[config.mk]
export PLATFORM = sky130hd
export DESIGN_NAME = vga_sprite_engine
export DESIGN_NICKNAME = d
export VERILOG_FILES = /design/src/rtl/vga_pkg.sv /design/src/rtl/vga_timing_gen.sv /design/src/rtl/vga_sprite_engine.sv
export SDC_FILE = /design/constraint.sdc
export NUM_CORES = 1
export LEC_CHECK = 0
export ABC_AREA = 1
export CAP_MARGIN = 20
export CORE_ASPECT_RATIO = 1.4
export CORE_MARGIN = 2
export CORE_UTILIZATION = 30
export CTS_CLUSTER_SIZE = 40
export DETAILED_ROUTE_END_ITERATION = 6
export PLACE_DENSITY = 0.5
export SLEW_MARGIN = 15
export SYNTH_ARGS = -nofsm -noshare
export SYNTH_HDL_FRONTEND = slang
export SYNTH_SLANG_ARGS = --single-unit
[constraint.sdc]
create_clock -name HCLK -period 2.98 [get_ports HCLK]
set_input_delay 0.447 -clock HCLK [delete_from_list [all_inputs] [get_ports HCLK]]
set_output_delay 0.447 -clock HCLK [all_outputs]
set_load 0.01 [all_outputs]
[src/rtl/vga_pkg.sv]
// Shared VGA definitions: default 640x480@60 timing, rgb12 packing and colour constants.
package vga_pkg;

  localparam int H_VIS   = 640;
  localparam int H_FP    = 16;
  localparam int H_SYNC  = 96;
  localparam int H_BP    = 48;
  localparam int H_TOTAL = H_VIS + H_FP + H_SYNC + H_BP;

  localparam int V_VIS   = 480;
  localparam int V_FP    = 10;
  localparam int V_SYNC  = 2;
  localparam int V_BP    = 33;
  localparam int V_TOTAL = V_VIS + V_FP + V_SYNC + V_BP;

  localparam int HS_START = H_VIS + H_FP;
  localparam int HS_END   = HS_START + H_SYNC;
  localparam int VS_START = V_VIS + V_FP;
  localparam int VS_END   = VS_START + V_SYNC;

  // Colour word is {R,G,B}, 4 bits each, R in the top nibble.
  typedef struct packed {
    logic [3:0] r;
    logic [3:0] g;
    logic [3:0] b;
  } rgb12_t;

  localparam logic [11:0] SPRITE_RGB_DEF = 12'hF00;
  localparam logic [11:0] BG_RGB_DEF     = 12'h00F;
  localparam logic [11:0] BORDER_RGB     = 12'hFFF;
  localparam logic [11:0] BLANK_RGB      = 12'h000;

endpackage

[src/rtl/vga_timing_gen.sv]
// Pixel-enable divider, h/v counters, sync/active flags and the per-frame latch strobe.
module vga_timing_gen
  import vga_pkg::*;
#(
  parameter int CLK_DIV = 2,
  parameter int H_VIS   = vga_pkg::H_VIS,
  parameter int H_FP    = vga_pkg::H_FP,
  parameter int H_SYNC  = vga_pkg::H_SYNC,
  parameter int H_BP    = vga_pkg::H_BP,
  parameter int V_VIS   = vga_pkg::V_VIS,
  parameter int V_FP    = vga_pkg::V_FP,
  parameter int V_SYNC  = vga_pkg::V_SYNC,
  parameter int V_BP    = vga_pkg::V_BP
) (
  input  logic        clk,
  input  logic        rst_n,
  output logic        pix_en,
  output logic [15:0] h_cnt,
  output logic [15:0] v_cnt,
  output logic        hs,
  output logic        vs,
  output logic        active,
  output logic        frame_start
);

  localparam int DW = (CLK_DIV > 1) ? $clog2(CLK_DIV) : 1;
  localparam logic [DW-1:0] DIV_LAST = DW'(CLK_DIV - 1);
  localparam logic [15:0] H_LAST   = 16'(H_VIS + H_FP + H_SYNC + H_BP - 1);
  localparam logic [15:0] V_LAST   = 16'(V_VIS + V_FP + V_SYNC + V_BP - 1);
  localparam logic [15:0] H_VIS_W  = 16'(H_VIS);
  localparam logic [15:0] V_VIS_W  = 16'(V_VIS);
  localparam logic [15:0] HS_LO    = 16'(H_VIS + H_FP);
  localparam logic [15:0] HS_HI    = 16'(H_VIS + H_FP + H_SYNC);
  localparam logic [15:0] VS_LO    = 16'(V_VIS + V_FP);
  localparam logic [15:0] VS_HI    = 16'(V_VIS + V_FP + V_SYNC);

  logic [DW-1:0] div_cnt;

  assign pix_en = (div_cnt == DIV_LAST);

  always_ff @(posedge clk or negedge rst_n) begin
    if (!rst_n) begin
      div_cnt <= '0;
      h_cnt   <= '0;
      v_cnt   <= '0;
    end else begin
      div_cnt <= pix_en ? '0 : div_cnt + 1'b1;
      if (pix_en) begin
        if (h_cnt == H_LAST) begin
          h_cnt <= '0;
          v_cnt <= (v_cnt == V_LAST) ? '0 : v_cnt + 16'd1;
        end else begin
          h_cnt <= h_cnt + 16'd1;
        end
      end
    end
  end

  assign hs     = !((h_cnt >= HS_LO) && (h_cnt < HS_HI));
  assign vs     = !((v_cnt >= VS_LO) && (v_cnt < VS_HI));
  assign active = (h_cnt < H_VIS_W) && (v_cnt < V_VIS_W);

  // Fires at the start of the first blank line, so a new position never lands mid-picture.
  assign frame_start = pix_en && (h_cnt == 16'd0) && (v_cnt == V_VIS_W);

endmodule

[src/rtl/vga_sprite_engine.sv]
// Solid square sprite over solid background on VGA timing; position resampled once per frame.
// Optional build macro VGA_BORDER_EN draws a white one-pixel frame around the active area.
module vga_sprite_engine
  import vga_pkg::*;
#(
  parameter int          CLK_DIV     = 2,
  parameter int          H_VIS       = vga_pkg::H_VIS,
  parameter int          H_FP        = vga_pkg::H_FP,
  parameter int          H_SYNC      = vga_pkg::H_SYNC,
  parameter int          H_BP        = vga_pkg::H_BP,
  parameter int          V_VIS       = vga_pkg::V_VIS,
  parameter int          V_FP        = vga_pkg::V_FP,
  parameter int          V_SYNC      = vga_pkg::V_SYNC,
  parameter int          V_BP        = vga_pkg::V_BP,
  parameter int          SPRITE_SIZE = 32,
  parameter logic [11:0] SPRITE_RGB  = SPRITE_RGB_DEF,
  parameter logic [11:0] BG_RGB      = BG_RGB_DEF
) (
  input  logic        HCLK,
  input  logic        HRESETn,
  input  logic [31:0] position,
  output logic [3:0]  vgaR,
  output logic [3:0]  vgaG,
  output logic [3:0]  vgaB,
  output logic        vgaHS,
  output logic        vgaVS
);

  localparam logic [15:0] X_MAX = 16'(H_VIS - SPRITE_SIZE);
  localparam logic [15:0] Y_MAX = 16'(V_VIS - SPRITE_SIZE);
  localparam logic [15:0] SIZE  = 16'(SPRITE_SIZE);

  logic        pix_en, hs, vs, active, frame_start;
  logic [15:0] h_cnt, v_cnt;
  logic [15:0] x_l, y_l;
  logic        hit;
  rgb12_t      rgb_d, rgb_q;
  logic        hs_q, vs_q;

  function automatic logic [15:0] clamp16(input logic [15:0] val, input logic [15:0] lim);
    return (val > lim) ? lim : val;
  endfunction

  vga_timing_gen #(
    .CLK_DIV (CLK_DIV),
    .H_VIS   (H_VIS),  .H_FP (H_FP), .H_SYNC (H_SYNC), .H_BP (H_BP),
    .V_VIS   (V_VIS),  .V_FP (V_FP), .V_SYNC (V_SYNC), .V_BP (V_BP)
  ) u_timing (
    .clk         (HCLK),
    .rst_n       (HRESETn),
    .pix_en      (pix_en),
    .h_cnt       (h_cnt),
    .v_cnt       (v_cnt),
    .hs          (hs),
    .vs          (vs),
    .active      (active),
    .frame_start (frame_start)
  );

  // x_l <= X_MAX keeps x_l+SIZE inside 16 bits, so the window test cannot wrap.
  assign hit = active
            && (h_cnt >= x_l) && (h_cnt < x_l + SIZE)
            && (v_cnt >= y_l) && (v_cnt < y_l + SIZE);

`ifdef VGA_BORDER_EN
  logic on_border;
  assign on_border = (h_cnt == 16'd0) || (h_cnt == 16'(H_VIS - 1))
                  || (v_cnt == 16'd0) || (v_cnt == 16'(V_VIS - 1));
`endif

  always_comb begin
    rgb_d = rgb12_t'(BLANK_RGB);
    if (active) begin
      rgb_d = hit ? rgb12_t'(SPRITE_RGB) : rgb12_t'(BG_RGB);
`ifdef VGA_BORDER_EN
      if (on_border) rgb_d = rgb12_t'(BORDER_RGB);
`endif
    end
  end

  always_ff @(posedge HCLK or negedge HRESETn) begin
    if (!HRESETn) begin
      x_l   <= '0;
      y_l   <= '0;
      rgb_q <= rgb12_t'(BLANK_RGB);
      hs_q  <= 1'b1;
      vs_q  <= 1'b1;
    end else if (pix_en) begin
      if (frame_start) begin
        x_l <= clamp16(position[15:0],  X_MAX);
        y_l <= clamp16(position[31:16], Y_MAX);
      end
      rgb_q <= rgb_d;
      hs_q  <= hs;
      vs_q  <= vs;
    end
  end

  assign vgaR  = rgb_q.r;
  assign vgaG  = rgb_q.g;
  assign vgaB  = rgb_q.b;
  assign vgaHS = hs_q;
  assign vgaVS = vs_q;

endmodule

Yosys cells after proc, flatten, opt, wreduce, memory -nomap -nowiden
Cells that the tools add are included.
{ "word_totals": {"register_bits": 79, "latchBits": 0, "ramBits": 0, "romBits": 0, "input_bits": 34, "word_cells": 51, "memories": 0} }
{ "classes": {"n_addsub": 5, "mul": 0, "div": 0, "order_cmp": 12, "eq_ne": 3, "shift": 0, "muxes": 7, "bitwise": 0, "n_reduce_logical": 14} }
{ "op_table": {"columns": ["op", "n"], "rows": [
  ["$mux W16", 4],
  ["$add A16 B1 Y16 const B", 2],
  ["$add A16 B6 Y16 const B", 2],
  ["$eq A16 B10 Y1 const B", 2],
  ["$ge A16 B16 Y1", 2],
  ["$lt A16 B10 Y1 const B", 2],
  ["$lt A16 B16 Y1", 2],
  ["$lt A16 B9 Y1 const B", 2],
  ["$mux W12", 2],
  ["$eq A16 B9 Y1 const B", 1],
  ["$ge A16 B10 Y1 const B", 1],
  ["$ge A16 B9 Y1 const B", 1],
  ["$gt A16 B10 Y1 const B", 1],
  ["$gt A16 B9 Y1 const B", 1],
  ["$logic_not A16 Y1", 1],
  ["$logic_and A1 B1 Y1", 9],
  ["$reduce_and A2 Y1", 2],
  ["$logic_not A1 Y1", 2],
  ["$add A1 B1 Y1 const B", 1],
  ["$mux W1", 1]
]} }

Logic depth before layout (Yosys ltp)
Gate-level depths: netlist of the first run.
{ "depth": {"word_depth": 8, "depth_mapped": 20, "mapped_depth_nobuf": 20} }

Modules after synthesis
A second synthesis of the first run with hierarchy kept.
{ "unflattened": {"hier_cells": 734, "area_unflattened_um2": 5401.4} }
{ "by_module_without_submodules": {"columns": ["mod", "instances", "cells_per_inst", "area_each_um2", "seq_area_each_um2"], "rows": [
  ["vga_sprite_engine", 1, 420, 3211.8, 903.4],
  ["vga_timing_gen", 1, 314, 2189.6, 825.8]
]} }

Worst setup path before layout of the first run
Ideal clock, no wire load.
{ "synth_timing": {"path_kind": "register -> register", "from": "register x_l[7]", "to": "register rgb_q (netlist bit vgaB[2])", "setup_time_ps": 116, "t_arrival_ps": 2204, "required_time_ps": 2864, "setup_slack_ps": 659, "stages_incl_launch_ff": 19, "path_buffers": 0, "period_less_slack_ps": 2321, "cell_sequence": "dfrtp_1 > inv_1 > nor4_1 > nand3_1 > nor3_1 > xor2_1 > ha_1 > nand2_1 > nand3_1 > nor2_1 > nand2_1 > inv_1 > nand2_1 > nor2_1 > nand2_1 > nor2_1 > nand2_1 > nand2_1 > nand2_1"} }
{ "synth_between": {"elab_chain_cells": 7, "word_cells_on_any_way": 9, "cone_classes": "add/sub: 1; order compare: 2; mux: 2; reduce/logical: 4"} }
{ "synth_rtl": {"columns": ["item", "line", "text"], "rows": [
  ["from (decl)", "vga_sprite_engine.sv:35", "logic [15:0] x_l, y_l;"],
  ["from (signal assigned)", "vga_sprite_engine.sv:90", "x_l <= clamp16(position[15:0], X_MAX);"],
  ["$add A16 B6 Y16 or $ge A16 B16 Y1 (tied branches)", "vga_sprite_engine.sv:62", "&& (h_cnt >= x_l) && (h_cnt < x_l + SIZE)"],
  ["$lt A16 B16 Y1 or $logic_and A1 B1 Y1 (tied branches)", "vga_sprite_engine.sv:62", null],
  ["$logic_and A1 B1 Y1 (*)", "vga_sprite_engine.sv:62", null],
  ["$logic_and A1 B1 Y1 (*) (2 in a row)", "vga_sprite_engine.sv:63", "&& (v_cnt >= y_l) && (v_cnt < y_l + SIZE);"],
  ["$mux W12 (*)", "vga_sprite_engine.sv:74", "rgb_d = hit ? rgb12_t'(SPRITE_RGB) : rgb12_t'(BG_RGB);"],
  ["$mux W12 (*)", "vga_sprite_engine.sv:73", "if (active) begin"],
  ["to (signal assigned)", "vga_sprite_engine.sv:85", "rgb_q <= rgb12_t'(BLANK_RGB);"],
  ["to (signal assigned)", "vga_sprite_engine.sv:93", "rgb_q <= rgb_d;"],
  ["to (decl)", "vga_sprite_engine.sv:37", "rgb12_t rgb_d, rgb_q;"]
]} }
Mark *: on every way between the ends. The rest lies on a longest branch, timed or not.
A chain may end at the register's enable or synchronous reset.

Worst setup path in the final report of the first run
Same ends and word-level chain as after synthesis.

==> qor.yml, run 1 <==
h-tree-depth: 3
areaGrowthSynthToFinish_pct: 18.4
maxSlewViolCount: 0
drt_first_pass_iters: 4
ys_ff_latch: 69
endpoint_kind: "flip-flop"
boundaryPins: 48
setup_viol: 0
wl_per_cell_um: 13.9
port_buffers: 43
p_int_uw: 1760
viasPerCell: 4.80
path_class: "reg -> reg"
clkSinkCount: 69
clkSlewWorstSetupHoldPaths_ps: 60
synth_area_per_cell_um2: 7.74
dr_total_vias: 4369
fin_skew_ps: 4.56
drive_gt1_share_pct: 6.51
grt_pass1_wl_mm: 20.8
synth_top_flop_cell: "dfrtp_1"
worst_pin_slew_ps: 582
yosys_warnings: 0
p_sw_uw: 444
wl_mm: 12.6
swShare_pct: 20.2
required_ps: 3210
first_global_vias: 4445
antenna_found_initial: 0
routabilityCongestion: 0.820
finalHoldViolations: 0
core_um2: 16700
grt-ovfl-total: 0
seq_area_frac_synth_pct: 33.9
fillers: 1784
slew_headroom_pct: 60.8
yosys.area.top_type_share_pct: 32.9
syn_area_um2: 5100
peakVddDrop_v: 0.000255
min-delay-path-class: "in -> async"
p_leak_uw: 0.00297
drc: 0
p_comb_share_pct: 3.7
rsz0062_at_grt: "false"
post_cts_buffers: 0
cpMostUsedCell: "nand2_1"
cts_buffers: 9
cts_tree: "done"
fmax_mhz: 385
pwr-share-clk_pct: 53.7
min_period_ps: 2590
power_density_nw_per_um2: 365
timing.final.crit_share_pct: 87.1
synth-edff-count: 0
outcome: "finished, final reports clean"
syn_inst: 659
cp_top_family: "simple AND/OR/NAND/NOR gates"
drtIter0Drc: 215
nNetsFinal: 796
synth_cell_types: 45
ys_top_cells_by_area: "dfrtp_1 (33%), ha_1 (15%), nand2_1 (9.1%)"
insertion_delay_ps: 340
grt_use_total_pct: 14.6
crit_start: "x_l[7]"
crit_path_max_fanout: 4
p_total_uw: 2200
die-area_um2: 18100
cp_cell_sequence: "inv_1 > nor4_2 > nand3_1 > nor3_1 > xor2_1 > ha_1 > nand2_1 > nand3_1 > nor2_1 > nand2_1 > inv_1 > nand2_1 > nor2_1 > nand2_1 > nor2_1 > nand2_1 > nand2_1 > nand2_1"
dpl.hpwl_mm: 10.1
ant_nets: 0
start_util_pct: 30.6
synth_top_area_cell: "dfrtp_1"
cpMaxStageDelayCell: "dfrtp_1"
cts_buffer_depth: 2
timing.rr.start: "x_l[7]"
grt_max_degree: 70
whs_ps: 124
cp_slowest_stage_delay_ps: 390
die_x_um: 114
drv_cap: 0
die_h_um: 158
start_kind: "flip-flop"
ctsRootBufferMaster: "clkbuf_16"
critPathBufInv: 2
p_seq_share_pct: 42.6
core.rowCount: 56
num_antenna_cells: 0
tns_ps: 0
async_flop_share_pct: 100
cp.arrival_ps: 2830
[placed cells by master (no fill, tap or decap), drive strengths merged, types with 10 or more instances in the layout]
cell type      netlist  layout
xor2                22      22
a21oi               40      40
nand3               37      37
nor3                25      25
nor2                79      79
nand2              125     125
clkbuf               2      12
o21ai               24      24
inv                102     102
nand4               16      16
nor4                10      10
dfrtp               67      67
ha                  60      60
clkdlybuf4s50        0      42
[cell usage after synthesis, types with 4 or more instances]
cell type	count
xnor2_1	6
nand3_1	34
nand3b_1	4
o22ai_1	6
dfrtp_1	67
a21oi_1	40
ha_1	60
nand4_1	15
nor3_1	22
o21a_1	4
inv_2	5
nand2_1	123
nor4_1	10
inv_1	97
xor2_1	22
buf_4	13
o21ai_0	22
nor2_1	72
nor2_2	5
[what timing repair did]
item / 4_1_cts / 5_1_grt
resized for setup: 0 / 1
hold buffers: 0 / 0
setup endpoints to repair: 0 / 1
[metrics by stage]
| step | instance area (µm²) | util, % | instances | setup slack (ps) |
|---|---|---|---|---|
| 6_report | 6040 | 36.2 | 910 | 385 |
| 5_1_grt | 6040 | 36.2 | 910 | 81.4 |
| 4_1_cts | 6030 | 36.2 | 910 | 296 |
| 3_5_place_dp | 5700 | 34.2 | 894 | 306 |
| 3_3_place_gp | 5700 | 34.2 | 894 | 390 |
| 2_1_floorplan | 5110 | - | 662 | 659 |
[worst paths after layout]
kind	to	slack (ps)	cells past startpoint
min in group HCLK	x_l[0]	490	2
setup reg to reg	vgaB[2]	390	18
setup / recovery	vgaB[2]	390	18
hold / removal	y_l[10]	120	2
max in group asynchronous	vgaVS	2470	2
hold reg to reg	x_l[0]	490	2
[worst register-to-register path, stage by stage, from the launching register on]
cell	delay, ps
dfrtp_1	390
inv_1	100
nor4_2	320
nand3_1	180
nor3_1	220
xor2_1	170
ha_1	260
nand2_1	70
nand3_1	80
nor2_1	110
nand2_1	50
inv_1	50
nand2_1	50
nor2_1	80
nand2_1	70
nor2_1	120
nand2_1	60
nand2_1	50
nand2_1	40
[kinds of logic after synthesis]
| family | after synthesis | synth area share [%] |
|---|---|---|
| adders and majority gates | 60 | 14.7 |
| DFF | 69 | 33.9 |
| buffers and inverters | 119 | 9.89 |
| xor gates and xnor gates | 29 | 5.13 |
| other | 1 | 0.0735 |
| and+or+nand+nor | 299 | 27.4 |
| AOI/OAI and AO/OA | 82 | 8.93 |
[routing by layer]
layer | vias up | track usage, % | share of wire [%]
li1 | 2241 | - | -
met5 | - | 0 | 0
met2 | 60 | 28.5 | 55
met4 | 0 | 5.92 | 2.2
met1 | 2047 | 15.8 | 40
met3 | 21 | 1.64 | 2.3
[final cells by class]
| cell class | instances | area (µm²) | area share (%) |
|---|---|---|---|
| flip-flops and latches | 69 | 1730 | 28.6 |
| well taps | 203 | 254 | 4.21 |
| inverters | 102 | 383 | 6.34 |
| repair buffers | 46 | 460 | 7.63 |
| clock inverters | 4 | 70.1 | 1.16 |
| clock buffers | 12 | 256 | 4.25 |
| multi-input cells | 474 | 2880 | 47.8 |
[flip-flops by register name, indices dropped and copies added, names as in the netlist]
| signal | cells |
|---|---|
| u_timing.h_cnt | 16 |
| u_timing.pix_en | 1 |
| u_timing.v_cnt | 16 |
| vgaB | 1 |
| vgaHS | 1 |
| vgaR | 1 |
| vgaVS | 1 |
| x_l | 16 |
| y_l | 16 |
[power by group through the flow]
| stage | clock network (µW) | logic (µW) | registers (µW) |
|---|---|---|---|
| after floorplan | 0 | 16.1 | 955 |
| after global placement | 0 | 82.3 | 954 |
| after detailed placement | 0 | 83.5 | 954 |
| after CTS | 1220 | 83.6 | 938 |
| after global routing | 1240 | 91.0 | 937 |
| final | 1180 | 81.2 | 938 |
Power figures use the tool's default switching activity.
==> run 2: changes to the inputs <==
ABC_AREA = not set   (was 1)
CTS_CLUSTER_SIZE = 12   (was 40)
PLACE_DENSITY = 0.51   (was 0.5)
==> run 2 against run 1 <==
Compared with the run above: combinational power decreased by 2.7%; flip-flop and latch count unchanged; wire length down 7.8%; largest power group unchanged; hold slack better by 49 ps; first-iteration DRC count decreased by 58%; critical endpoint unchanged; non-clock buffer count grew 5.
==> qor.yml, run 2 <==
fin_cells: 750  # -18%
ctsResizeCount: 0  # unchanged
port_buffers: 43  # unchanged
final-seq-area_um2: 1730  # unchanged
grt_max_degree: 41  # -41%
drt_first_pass_iters: 4  # unchanged
cp.arrival_ps: 2930  # +100 ps
min-delay-path-class: "in -> async"
placed_cells: 735  # -18%
required_ps: 3200  # about the same
cts_buffer_depth: 2  # unchanged
rsz0062_at_grt: "false"
viasPerCell: 5.10  # +6.2%
yosys_warnings: 0  # unchanged
timing.final.crit_share_pct: 90.8  # +3.8 points
drtIter0Drc: 90  # -58%
start_kind: "flip-flop"
start_util_pct: 30.3  # -0.27 points
clkSinkCount: 69  # unchanged
min_period_ps: 2710  # +112 ps
multi_input_area_um2: 2740  # -5.1%
fin_skew_ps: 6.50  # +1.94 ps
path_class: "reg -> reg"
endpoint_kind: "flip-flop"
synth_top_flop_cell: "dfrtp_1"
timing.rr.start: "x_l[7]"
tns_ps: 0  # unchanged
h-tree-depth: 3  # unchanged
regToRegEndpoint: "vgaB[2]"
p_leak_uw: 0.00254  # -15%
ys_ff_latch: 69  # unchanged
wl_mm: 11.6  # -7.8%
areaGrowthSynthToFinish_pct: 20.1
power_density_nw_per_um2: 365  # about the same
drc: 0  # unchanged
fillers: 1587  # -11%
antenna_found_initial: 0  # unchanged
synth_top_area_cell: "dfrtp_1"
core.rowCount: 54  # -3.6%
syn_area_um2: 4690  # -8.0%
cpMaxStageDelayCell: "dfrtp_1"
setup_viol: 0  # unchanged
mostFrequentLayoutCell: "dfrtp_1"
yosys.area.top_type_share_pct: 35.8  # +2.9 points
grt_use_total_pct: 15.2  # +0.59 points
ctsRootBufferMaster: "clkbuf_16"
clkSlewWorstSetupHoldPaths_ps: 60  # about the same
die_x_um: 110  # -4.0%
synth-edff-count: 0  # unchanged
insertion_delay_ps: 330  # about the same
post_cts_buffers: 0  # unchanged
nNetsFinal: 644  # -19%
peakVddDrop_v: 0.000205  # -20%
ant_nets: 0  # unchanged
die_h_um: 152  # -4.0%
cp_slowest_stage_delay_ps: 420  # +30 ps
die-area_um2: 16700  # -7.8%
postCtsHoldBufs: 0  # unchanged
regToRegSetupSlack_ps: 270  # -110 ps
grt_pass1_wl_mm: 19.9  # -4.4%
cp_cell_sequence: "inv_1 > nor3_1 > nand3_1 > nor3_1 > xnor2_1 > ha_1 > a21o_1 > a21o_1 > a21oi_1 > o2111ai_1 > o21a_1"
reg2reg_depth: 11  # -7
synth_commonest_cells: "dfrtp_1 (67), ha_1 (60), inv_1 (39), nand3_1 (39)"
synth_area_per_cell_um2: 9.36  # +21%
drive_gt1_share_pct: 6.14  # -0.37 points
outcome: "finished, final reports clean"
cts_tree: "done"
synth.most_common_cell: "dfrtp_1"
crit_path_max_fanout: 4  # unchanged
p_total_uw: 2050  # -6.7%
syn_inst: 501  # -24%
synth_cell_types: 56  # +24%
drv_cap: 0  # unchanged
grt-ovfl-total: 0  # unchanged
dpl.hpwl_mm: 9.11  # -9.7%
final_cell_mix: "dfrtp_1 (67), ha_1 (60), clkdlybuf4s50_1 (42)"
core_um2: 15500  # -7.2%
cts_buffers: 9  # unchanged
first_global_vias: 4012  # -9.7%
boundaryPins: 48  # unchanged
finalHoldViolations: 0  # unchanged
worst_pin_slew_ps: 732  # +149 ps
routabilityCongestion: 0.817  # -0.37%
wl_per_cell_um: 15.5  # +12%
dr_total_vias: 3823  # -12%
fmax_mhz: 369  # -4.1%
num_antenna_cells: 0  # unchanged
seq_area_frac_synth_pct: 36.9  # +3.0 points
async_flop_share_pct: 100  # unchanged
maxSlewViolCount: 0  # unchanged
slew_headroom_pct: 50.8  # -10 points
ys_top_cells_by_area: "dfrtp_1 (36%), ha_1 (16%), xnor2_1 (6.5%)"
## run 2: cell count changes in the layout (fill, tap and decap cells not counted), sizes merged, moves of 7 or more
cell and change:
xnor2 +28, xor2 -14, a21oi -16, nand2 -90, nor3 -10, and3 +7
nor2 -49, inv -63
## run 2: how the worst max path moves through the flow
stage	start	end	slack (ps)
floorplan	y_l[7]	vgaB[2]	480
global placement	y_l[7]	vgaB[2]	320
detailed placement	y_l[7]	vgaB[2]	200
CTS	y_l[7]	vgaB[2]	210
global route	y_l[7]	vgaB[2]	30
finish	x_l[7]	vgaB[2]	270
## run 2: layer usage
layer  track usage (%)  vias to the layer above  wire length [µm]
met3              1.93                       23               326
met1              17.6                     1845              4600
met2              27.1                       68              6320
met5                 0                        -                 0
met4              7.17                        0               397
li1                  -                     1887                 -
## run 2: where the power goes
group | internal [µW] | switching (µW) | total [µW]
Clock | 643 | 392 | 1040
Combinational | 44.3 | 34.7 | 79.0
Sequential | 938 | 0.342 | 938
Total | 1630 | 427 | 2050
## run 2: cells by family after synthesis
family / share of synthesized area [%]
compound gates: 12.6
xor+xnor: 8.03
fa+ha+maj: 16.0
buf+inv: 5.26
flops: 36.9
mux: 0.240
other cells: 0.0800
simple gates: 20.9
## run 2: area by class of cell
class / instances / area share, %
clock buffer: 13 / 4.27
clock inverter: 2 / 0.622
inverter: 39 / 2.60
multi-input combinational: 380 / 48.6
sequential: 69 / 30.7
tap: 196 / 4.36
timing repair buffer: 51 / 8.84
## run 2: worst max-delay path: cells and delay by family, from the launching register on
| kind | cells | cell delay (ps) |
|---|---|---|
| buffers and inverters | 1 | 100 |
| and+or+nand+nor | 3 | 760 |
| AOI/OAI and AO/OA | 5 | 920 |
| xor gates and xnor gates | 1 | 150 |
| adders and majority gates | 1 | 260 |
| DFF | 1 | 420 |
## run 2: per-stage QoR
step           hold WS [ps]  cell area (µm²)  setup slack (ps)  util (%)
3_3_place_gp            468             5350               316      34.6
3_5_place_dp            481             5350               204      34.6
2_1_floorplan           151             4700               481         -
4_1_cts                 197             5630               205      36.4
5_1_grt                 231             5630              28.0      36.4
6_report                173             5630               273      36.4
==> run 3: changes to the inputs <==
PLACE_DENSITY = 0.52   (was 0.51)
SETUP_SLACK_MARGIN = 0.4   (was not set)
clock period = 2.4 ns   (was 2.98 ns; I/O delays follow)
==> run 3 against run 2 <==
Compared with the run above: the run now ends with negative setup slack left; count of clock-buffer cells in the layout decreased by 1; maximum frequency increased by 5.1%; register-to-register slack got worse by 450 ps; via count increased by 8.0%; cell count increased by 8.5%; global-route usage increased by 1.1 points; total power increased by 34%; final area increased by 20%; first-iteration DRC count increased by 48%; critical path depth increased by 2; flip-flop and latch count unchanged; setup slack got worse by 450 ps; critical endpoint unchanged; highest routed layer unchanged.
==> qor.yml, run 3 (synthesis gave the netlist of run 2 again) <==
outcome: "finished, violations left"
violations: "negative setup slack"
start_util_pct: 30.3  # unchanged
grt_use_total_pct: 16.4  # +1.1 points
clkSinkCount: 69  # unchanged
required_ps: 2630  # -570 ps
p_total_uw: 2750  # +34%
worst_pin_slew_ps: 676  # -55.3 ps
nNetsFinal: 707  # +9.8%
grt_max_degree: 70  # +71%
areaGrowthSynthToFinish_pct: 44.2
ctsRootBufferMaster: "clkbuf_16"
drive_gt1_share_pct: 27.3  # +21 points
timing.rr.start: "y_l[8]"
boundaryPins: 48  # unchanged
p_leak_uw: 0.00300  # +18%
cp_top_family: "compound AO/OA/AOI/OAI gates"
cp_cell_sequence: "inv_2 > nor3_4 > and3_4 > nand3_2 > xnor2_1 > ha_1 > o21a_1 > o211ai_1 > buf_4 > o21ba_4 > a211oi_2 > o211ai_1 > o21a_1"
die_x_um: 110  # unchanged
setup_viol: 2  # +2
fmax_mhz: 388  # +5.1%
power_density_nw_per_um2: 407  # +12%
wl_per_cell_um: 16.1  # +3.8%
reg2reg_depth: 13  # +2
grt_pass1_wl_mm: 21.2  # +7.0%
min-delay-path-class: "in -> async"
first_global_vias: 4401  # +9.7%
fin_ws_ps: -176  # -449 ps
cp.arrival_ps: 2810  # -120 ps
fin_skew_ps: 7.26  # +0.759 ps
whs_ps: 17.2  # -156 ps
clkSlewWorstSetupHoldPaths_ps: 60  # about the same
timing.final.crit_share_pct: 107  # +16 points
start_kind: "flip-flop"
cp_slowest_stage_delay_ps: 360  # -60 ps
dpl.hpwl_mm: 9.79  # +7.4%
path_depth: 13  # +2
regToRegEndpoint: "vgaB[2]"
dr_total_vias: 4130  # +8.0%
maxSlewViolCount: 0  # unchanged
viasPerCell: 5.07  # -0.46%
final_cell_mix: "dfrtp_1 (67), ha_1 (59), buf_4 (48)"
h-tree-depth: 3  # unchanged
rsz0062_at_grt: "true"
drt_first_pass_iters: 4  # unchanged
num_antenna_cells: 0  # unchanged
peakVddDrop_v: 0.000245  # +19%
regToRegSetupSlack_ps: -180  # -450 ps
cts_tree: "done"
grt-ovfl-total: 0  # unchanged
drc: 0  # unchanged
antenna_found_initial: 0  # unchanged
drv_cap: 0  # unchanged
wl_mm: 13.1  # +13%
endpoint_kind: "flip-flop"
finalHoldViolations: 0  # unchanged
ant_nets: 0  # unchanged
min_period_ps: 2580  # -131 ps
fin_cells: 814  # +8.5%
critPathBufInv: 2  # +1
drtIter0Drc: 133  # +48%
placed_cells: 776  # +5.6%
cts_buffer_depth: 2  # unchanged
slew_headroom_pct: 54.9  # +4.1 points
mostFrequentLayoutCell: "dfrtp_1"
path_class: "reg -> reg"
routabilityCongestion: 0.863  # +5.6%
cpMaxStageDelayCell: "dfrtp_1"
insertion_delay_ps: 340  # about the same
cts_buffers: 9  # unchanged
die_h_um: 152  # unchanged
core.rowCount: 54  # unchanged
die-area_um2: 16700  # unchanged
port_buffers: 43  # unchanged
tns_ps: -271  # -271 ps
crit_path_max_fanout: 3  # -1
core_um2: 15500  # unchanged
[run 3: cell count changes in the layout (fill, tap and decap cells not counted), sizes merged]
cell / previous run / this run
buf: 9 / 72
clkinv: 1 / 2
bufinv: 1 / 2
clkbuf: 13 / 12
[run 3: power by group]
group / switching [µW] / internal, µW
combinational: 51.0 / 56.4
sequential: 0.270 / 1160
clock: 516 / 963
total: 568 / 2180
[run 3: repair_timing]
action	4_1_cts	5_1_grt
setup endpoints to repair	36	47
pin swaps	26	29
hold endpoints to repair	0	0
gates cloned	3	0
buffers inserted	12	7
hold buffers	0	0
resized for setup	70	57
[run 3: worst register-to-register path: stages (launching register included)]
cell and delay [ps]:
dfrtp_1 360, inv_2 60, nor3_4 180, and3_4 230
nand3_2 80, xnor2_1 130, ha_1 300, o21a_1 170
o211ai_1 160, buf_4 160, o21ba_4 150, a211oi_2 150
o211ai_1 150, o21a_1 200
[run 3: worst max-delay path by stage]
stage | slack (ps) | to | startpoint
floorplan | 40 | vgaB[2] | y_l[7]
global placement | -40 | vgaB[2] | y_l[8]
detailed placement | -150 | vgaR[2] | y_l[8]
CTS | -120 | vgaB[2] | y_l[8]
global route | -260 | vgaB[2] | y_l[8]
finish | -180 | vgaB[2] | y_l[8]
[run 3: area by class of cell]
| type | instances | area, µm² |
|---|---|---|
| clock buffer | 12 | 256 |
| clock inverter | 4 | 70.1 |
| fill | 1502 | 8710 |
| inverter | 39 | 146 |
| multi-input combinational | 380 | 3170 |
| sequential | 69 | 1730 |
| tap | 196 | 245 |
| timing repair buffer | 114 | 1140 |
[run 3: metal layers]
layer	global-route usage (%)	wire (µm)	share of wire, %	vias up
met5	0	0	0	-
met4	8.14	539	4.1	0
met3	2.66	411	3.1	29
met2	30.6	7330	56	87
met1	17.0	4840	37	1996
li1	-	-	-	2018
[run 3: metrics by stage]
stage                     worst slack (ps)  cell area, µm²  utilization (%)
after CTS                             -123            6460             41.8
final                                 -176            6760             43.7
after global routing                  -264            6760             43.7
after floorplan                       41.6            4750                -
after global placement               -42.8            5690             36.8
after detailed placement              -152            5690             36.8
